--- src/rtl/btn_conditioner.sv ---
// Button front end: 2-flop sync, per-button debounce, opposing-direction
// arbitration and a frame-aligned hold/auto-repeat strobe generator per direction.
module btn_conditioner #(
  parameter int unsigned DEBOUNCE_CYCLES     = 500000,
  parameter int unsigned REPEAT_DELAY_FRAMES = 20,
  parameter int unsigned REPEAT_RATE_FRAMES  = 4
) (
  input  logic clk,
  input  logic rst,
  input  logic frame_tick,
  input  logic in_up,
  input  logic in_down,
  input  logic in_left,
  input  logic in_right,
  output logic lvl_up,
  output logic lvl_down,
  output logic lvl_left,
  output logic lvl_right,
  output logic step_up,
  output logic step_down,
  output logic step_left,
  output logic step_right,
  output logic any_pressed
);

  localparam int unsigned DCW  = (DEBOUNCE_CYCLES > 1) ? $clog2(DEBOUNCE_CYCLES) : 1;
  localparam int unsigned FMAX = (REPEAT_DELAY_FRAMES > REPEAT_RATE_FRAMES) ?
                                 REPEAT_DELAY_FRAMES : REPEAT_RATE_FRAMES;
  localparam int unsigned FCW  = $clog2(FMAX + 1);

  localparam logic [DCW-1:0] DB_LAST    = DCW'(DEBOUNCE_CYCLES - 1);
  localparam logic [FCW-1:0] DELAY_LOAD = FCW'(REPEAT_DELAY_FRAMES - 1);
  localparam logic [FCW-1:0] RATE_LOAD  = FCW'(REPEAT_RATE_FRAMES - 1);

  typedef enum logic [1:0] {ST_IDLE, ST_FIRST, ST_DELAY, ST_REPEAT} state_t;

  // Bit order throughout: {right, left, down, up}
  logic [3:0] raw;
  logic [3:0] sync1_q;
  logic [3:0] sync2_q;
  logic [3:0] lvl;
  logic [3:0] req;
  logic [3:0] force_idle;
  logic [3:0] step;
  logic       any_q;

  assign raw = {in_right, in_left, in_down, in_up};

  always_ff @(posedge clk or posedge rst) begin
    if (rst) begin
      sync1_q <= '0;
      sync2_q <= '0;
    end else begin
      sync1_q <= raw;
      sync2_q <= sync1_q;
    end
  end

  // Both buttons of an axis held cancels that axis entirely.
  assign force_idle[1:0] = {2{&lvl[1:0]}};
  assign force_idle[3:2] = {2{&lvl[3:2]}};
  assign req             = lvl & ~force_idle;

  for (genvar g = 0; g < 4; g++) begin : g_btn
    logic [DCW-1:0] db_cnt_q, db_cnt_d;
    logic           lvl_q, lvl_d;
    state_t         state_q, state_d;
    logic [FCW-1:0] fcnt_q, fcnt_d;
    logic           step_q, step_d;

    always_comb begin
      db_cnt_d = db_cnt_q;
      lvl_d    = lvl_q;
      if (sync2_q[g] == lvl_q) begin
        db_cnt_d = '0;
      end else if (db_cnt_q == DB_LAST) begin
        lvl_d    = ~lvl_q;
        db_cnt_d = '0;
      end else begin
        db_cnt_d = db_cnt_q + 1'b1;
      end
    end

    always_comb begin
      state_d = state_q;
      fcnt_d  = fcnt_q;
      step_d  = 1'b0;
      if (force_idle[g]) begin
        state_d = ST_IDLE;
      end else if (frame_tick) begin
        case (state_q)
          ST_IDLE: begin
            if (req[g]) state_d = ST_FIRST;
          end
          ST_FIRST: begin
            if (req[g]) begin
              step_d  = 1'b1;
              fcnt_d  = DELAY_LOAD;
              state_d = ST_DELAY;
            end else begin
              state_d = ST_IDLE;
            end
          end
          ST_DELAY: begin
            if (!req[g]) begin
              state_d = ST_IDLE;
            end else if (fcnt_q == '0) begin
              step_d  = 1'b1;
              fcnt_d  = RATE_LOAD;
              state_d = ST_REPEAT;
            end else begin
              fcnt_d = fcnt_q - 1'b1;
            end
          end
          ST_REPEAT: begin
            if (!req[g]) begin
              state_d = ST_IDLE;
            end else if (fcnt_q == '0) begin
              step_d = 1'b1;
              fcnt_d = RATE_LOAD;
            end else begin
              fcnt_d = fcnt_q - 1'b1;
            end
          end
          default: state_d = ST_IDLE;
        endcase
      end
    end

    always_ff @(posedge clk or posedge rst) begin
      if (rst) begin
        db_cnt_q <= '0;
        lvl_q    <= 1'b0;
        state_q  <= ST_IDLE;
        fcnt_q   <= '0;
        step_q   <= 1'b0;
      end else begin
        db_cnt_q <= db_cnt_d;
        lvl_q    <= lvl_d;
        state_q  <= state_d;
        fcnt_q   <= fcnt_d;
        step_q   <= step_d;
      end
    end

    assign lvl[g]  = lvl_q;
    assign step[g] = step_q;
  end

  always_ff @(posedge clk or posedge rst) begin
    if (rst) any_q <= 1'b0;
    else     any_q <= |lvl;
  end

  assign lvl_up      = lvl[0];
  assign lvl_down    = lvl[1];
  assign lvl_left    = lvl[2];
  assign lvl_right   = lvl[3];
  assign step_up     = step[0];
  assign step_down   = step[1];
  assign step_left   = step[2];
  assign step_right  = step[3];
  assign any_pressed = any_q;

endmodule

--- config.mk ---
export PLATFORM = sky130hd
export DESIGN_NAME = btn_conditioner
export DESIGN_NICKNAME = d
export VERILOG_FILES = /design/src/rtl/btn_conditioner.sv
export SDC_FILE = /design/constraint.sdc
export NUM_CORES = 1
export LEC_CHECK = 0
export BUFFER_PORTS_ARGS = -buffer_cell sky130_fd_sc_hd__buf_2
export CAP_MARGIN = 20
export CORE_ASPECT_RATIO = 0.75
export CORE_UTILIZATION = 62
export CTS_CLUSTER_SIZE = 40
export DETAILED_ROUTE_END_ITERATION = 8
export GPL_TIMING_DRIVEN = 0
export PLACE_DENSITY = 0.83
export SYNTH_ARGS = -nofsm -noshare
export SYNTH_HDL_FRONTEND = slang
export SYNTH_SLANG_ARGS = --single-unit
--- constraint.sdc ---
create_clock -name clk -period 5.25 [get_ports clk]
set_clock_uncertainty 0.05 [all_clocks]
set_input_delay 1.575 -clock clk [delete_from_list [all_inputs] [get_ports clk]]
set_output_delay 1.575 -clock clk [all_outputs]
set_load 0.005 [all_outputs]
; Yosys cells after proc, flatten, opt, wreduce, memory -nomap -nowiden
; Index checks and enable logic that the tools add are counted.
[totals]
ff_bits = 121
latchBits = 0
ram_bits = 0
romBits = 0
in_bits = 7
out_inout_bits = 9
word_cells = 196
memories = 0
[op_classes]
add_sub_neg = 8
multipliers = 0
div = 0
magnitude_cmp = 0
eq_ne = 40
shift = 0
muxes = 80
bitwise = 12
n_reduce_logical = 33
[op_table]
columns = operator, n
row1 = $mux 19, 8
row2 = $add 19x1->19 const B, 4
row3 = $eq 19x19->1 const B, 4
row4 = $mux 5, 12
row5 = $mux 2, 28
row6 = $pmux 5 s2, 4
row7 = $pmux 2 s4, 4
row8 = $ne 3x3->1 const B, 8
row9 = $logic_not 5->1, 4
row10 = $mux 1, 20
row11 = $reduce_and 5->1, 4
row12 = $sub 5x1->5 const B, 4
row13 = $eq 2x2->1 const B, 8
row14 = $ne 4x4->1 const B, 4
row15 = $reduce_and 4->1, 4
row16 = $reduce_and 2->1, 6
row17 = $reduce_bool 2->1, 6
row18 = $not 1->1, 10
row19 = $eq 2x1->1 const B, 4
row20 = $logic_not 2->1, 4
row21 = $ne 2x1->1 const B, 4
row22 = $ne 2x2->1 const B, 4
row23 = $pmux 1 s2, 4
row24 = $reduce_or 2->1, 4
row25 = 4 further kinds, 7

; Depth between registers and ports, before layout
[depth]
depth_word = 7
mapped_depth = 6
mapped_depth_nobuf = 6

; Worst setup path after synthesis
; No wires, ideal clock.
[synth_path]
path_kind = input -> register
from = input port frame_tick
to = register g_btn[3].fcnt_q[3]
setup_time_ns = 0.116
arrival_time_ns = 2.347
required_ns = 5.084
path_slack_ns = 2.737
cell_stages = 3
path_cell_list = o2111ai_1 nand2b_1 o311ai_0
[synth_via]
elab_chain_len = 1
[synth_lines]
columns = element, line_no
row1 = from (decl), 10  ; input logic frame_tick,
row2 = $reduce_and 5->1 (no line), -
row3 = to (signal assigned), 141  ; fcnt_q <= fcnt_d;
row4 = to (decl), 68  ; logic [FCW-1:0] fcnt_q, fcnt_d;
; No other way between the ends.
; A chain may end at the register's enable or synchronous reset.

; Worst setup path after layout
[layout_path]
from = register g_btn[1].lvl_q (netlist: lvl_down)
to = output port lvl_down
[layout_lines]
columns = element, line_no
row1 = from (decl), 66  ; logic lvl_q, lvl_d;
row2 = from (signal assigned), 139  ; lvl_q <= lvl_d;
row3 = to (decl), 16  ; output logic lvl_down,
; No word-level cell between the ends.

==> results.cfg <==
[final_layout]
drive_gt1_frac = 0.0925
final_nets = 642
final_util = 0.730
register_area_mm2 = 0.00303
postLayoutCellArea_mm2 = 0.00660
mostFrequentLayoutCells = 121 x dfrtp_1, 76 x nor2_1, 46 x nand2_1, 38 x xnor2_1, 31 x inv_1
multi_input_area_mm2 = 0.00257
syn_to_final_growth_pct = 13.9
antenna_cells = 0
fillCellCount = 622
stdcell_count = 766
layout_commonest_cell = dfrtp_1

[hold_path]
hold_path_class = register to register

[clocking]
cts_max_level = 4
clock_path_buffers = 2
cts_resized = 0
clock_latency_ns = 0.41
cts_setup_buffers = 0
holdBufCountCts = 0
tritoncts = yes
cts_num_sinks = 121
numCtsBuffers = 17
root_buffer = clkbuf_16
path_clk_slew_ns = 0.05

[power_and_ir_drop]
p_per_area_mw_per_mm2 = 312
p_sw_frac = 0.207
clkPwrFrac = 0.508
intPower_mw = 1.63
p_seq_frac = 0.464
p_leak_nw = 2.73
p_total_mw = 2.06
combPwrFrac = 0.028
switchingPower_uw = 426
peakVddDrop_mv = 0.297

[timing]
tightest_slew_ns = 0.690
finalHoldViolCount = 0
setup-violations-final = 0
rsz0062_at_grt = no
period_minus_slack_ns = 2.71
fmax_mhz = 369
max_slew_margin = 0.539
maxSlewViolCount = 0
min_period_over_period = 0.516

[drt]
viasPerCell = 5.86
vias = 4491
wire_per_inst_um = 15.2
wl_met1_um = 5320
drt-total-wl_um = 11700
first_iter_violations = 404
antenna_left = 0
drtPass1Iterations = 5
topRoutingLayerUsed = met4
wl_met2_um = 5520
met3_length_um = 652
drc = 0

[worst_setup_path]
startpoint_type = register
path_cells = buf_2
slowest_stage = dfrtp_1
path_delay_family = flip-flops
cp_max_fo = 6
worstSetupPathType = register to primary output
critical_path_arrival_ns = 1.08
cp.required_ns = 3.63
path_buf_inv = 1
crit_path_end_kind = primary output
cp_slowest_stage_delay_ns = 0.50

[global_routing]
grt_max_degree = 62
grt.overflow.total = 0
antenna_found_initial = 0
grt.total_usage = 0.264
grt_pass1_wl_um = 20000
grt_pass1_vias = 4261

[outcome]
status = finished, final reports clean

[synthesis]
synth.distinct_cells = 45
ys_seq_area_frac = 0.522
avgSynthCellArea_um2 = 9.79
synth-seq-cells = 121
syn_nets = 607
yosys.area.top_type = dfrtp_1
synth-edff-count = 0
async_flop_share = 1.00
yosys.area.top_type_share = 0.522
syn_inst = 592
synth-warning-count = 0
mappedNetlistArea_mm2 = 0.00580
synth_area_leaders = dfrtp_1 52%, xnor2_1 5.7%, nor2_1 4.9%
synth_ff_type = dfrtp_1

[die]
core_area_mm2 = 0.00905
die_x_um = 114
die_area_mm2 = 0.00974
std_cell_rows = 30
start_util = 0.641
num_io_pins = 16
die_h_um = 85.7

[run]
cap_violations = 0

[place]
dpl-instance-area_mm2 = 0.00606
detailed_place_hpwl_um = 7480
gp_congestion = 0.825
io_buffers = 15
dp.cells = 736
[state kept, by name, indices dropped and copies added, names as in the netlist]
name and count:
g_btn.state_q 8, lvl_down 1, lvl_right 1, g_btn.fcnt_q 20, lvl_left 1, step_left 1, g_btn.db_cnt_q 76, any_pressed 1
step_down 1, lvl_up 1, sync2_q 4, sync1_q 4, step_up 1, step_right 1
[synth_stat cells, types with 2 or more instances]
cell type and number:
dfrtp_1 121, nor2_1 76, nand2_1 46, xnor2_1 38, inv_1 32, nand3_1 30
a21oi_1 27, o21ai_0 22, nand4_1 19, or3_1 18, o31ai_1 17, or4_1 15
xor2_1 14, nand2b_1 13, nor3_1 13, clkbuf_1 11, nor4_1 9, ha_1 8
and2_1 4, and3_1 4, mux2_2 4, o2111ai_1 4, o211ai_1 4, o31a_1 4
or2_2 4, or4b_1 4, a21o_1 3, and4_1 3, nor2b_1 3, nor4b_1 3
o311ai_0 3, buf_6 2, o32ai_1 2
[kinds of logic after synthesis]
group | Yosys count | synth area share
multiplexers | 4 | 0.00777
XOR/XNOR | 52 | 0.0786
AO/OA/AOI/OAI | 93 | 0.105
buffers and inverters | 47 | 0.0335
flip-flops | 121 | 0.522
AND/OR/NAND/NOR | 267 | 0.236
adder cells (fa/ha/maj) | 8 | 0.0173
[path summary, 6_finish.rpt]
kind | start | end | slack (ns) | depth (start not counted)
hold reg to reg | sync1_q[1]$_DFF_PP0_ | sync2_q[1]$_DFF_PP0_ | 0.30 | 0
setup reg to reg | g_btn[3].db_cnt_q[0]$_DFF_PP0_ | g_btn[3].db_cnt_q[12]$_DFF_PP0_ | 2.80 | 6
min in group asynchronous | rst | g_btn[1].db_cnt_q[15]$_DFF_PP0_ | 1.18 | 2
setup / recovery | lvl_down$_DFFE_PP0P_ | lvl_down | 2.54 | 1
hold / removal | sync1_q[1]$_DFF_PP0_ | sync2_q[1]$_DFF_PP0_ | 0.30 | 0
max in group asynchronous | rst | g_btn[3].db_cnt_q[2]$_DFF_PP0_ | 3.30 | 3
[final cells by class]
cell class	instances	share of cell area
inverters	32	0.0190
plain buffers	15	0.0112
multi-input cells	424	0.390
clock buffers	28	0.0798
repair buffers	16	0.0155
flip-flops and latches	121	0.459
clock inverters	2	0.00152
well taps	128	0.0243
[power by group through the flow]
stage	clock network (mW)	registers [mW]	logic [mW]
floorplan	0	0.968	0.0402
global placement	0	0.970	0.0523
detailed placement	0	0.971	0.0579
CTS	1.06	0.955	0.0588
global route	1.10	0.956	0.0659
finish	1.05	0.956	0.0572
[metrics by stage]
step / worst slack (ns) / hold WS, ns / setup TNS (ns)
floorplan: 0.411 / 0.281 / 0
global placement: -0.740 / 0.289 / -89.14
detailed placement: 2.33 / 0.285 / 0
CTS: 2.53 / 0.298 / 0
global route: 2.51 / 0.313 / 0
finish: 2.54 / 0.299 / 0
[routing by layer]
| layer | vias up | global-route usage |
|---|---|---|
| met4 | 0 | 0.103 |
| li1 | 2171 | - |
| met2 | 148 | 0.407 |
| met1 | 2156 | 0.363 |
| met3 | 16 | 0.0636 |
| met5 | - | 0 |
Note: power is estimated with default switching activity, not from simulation.
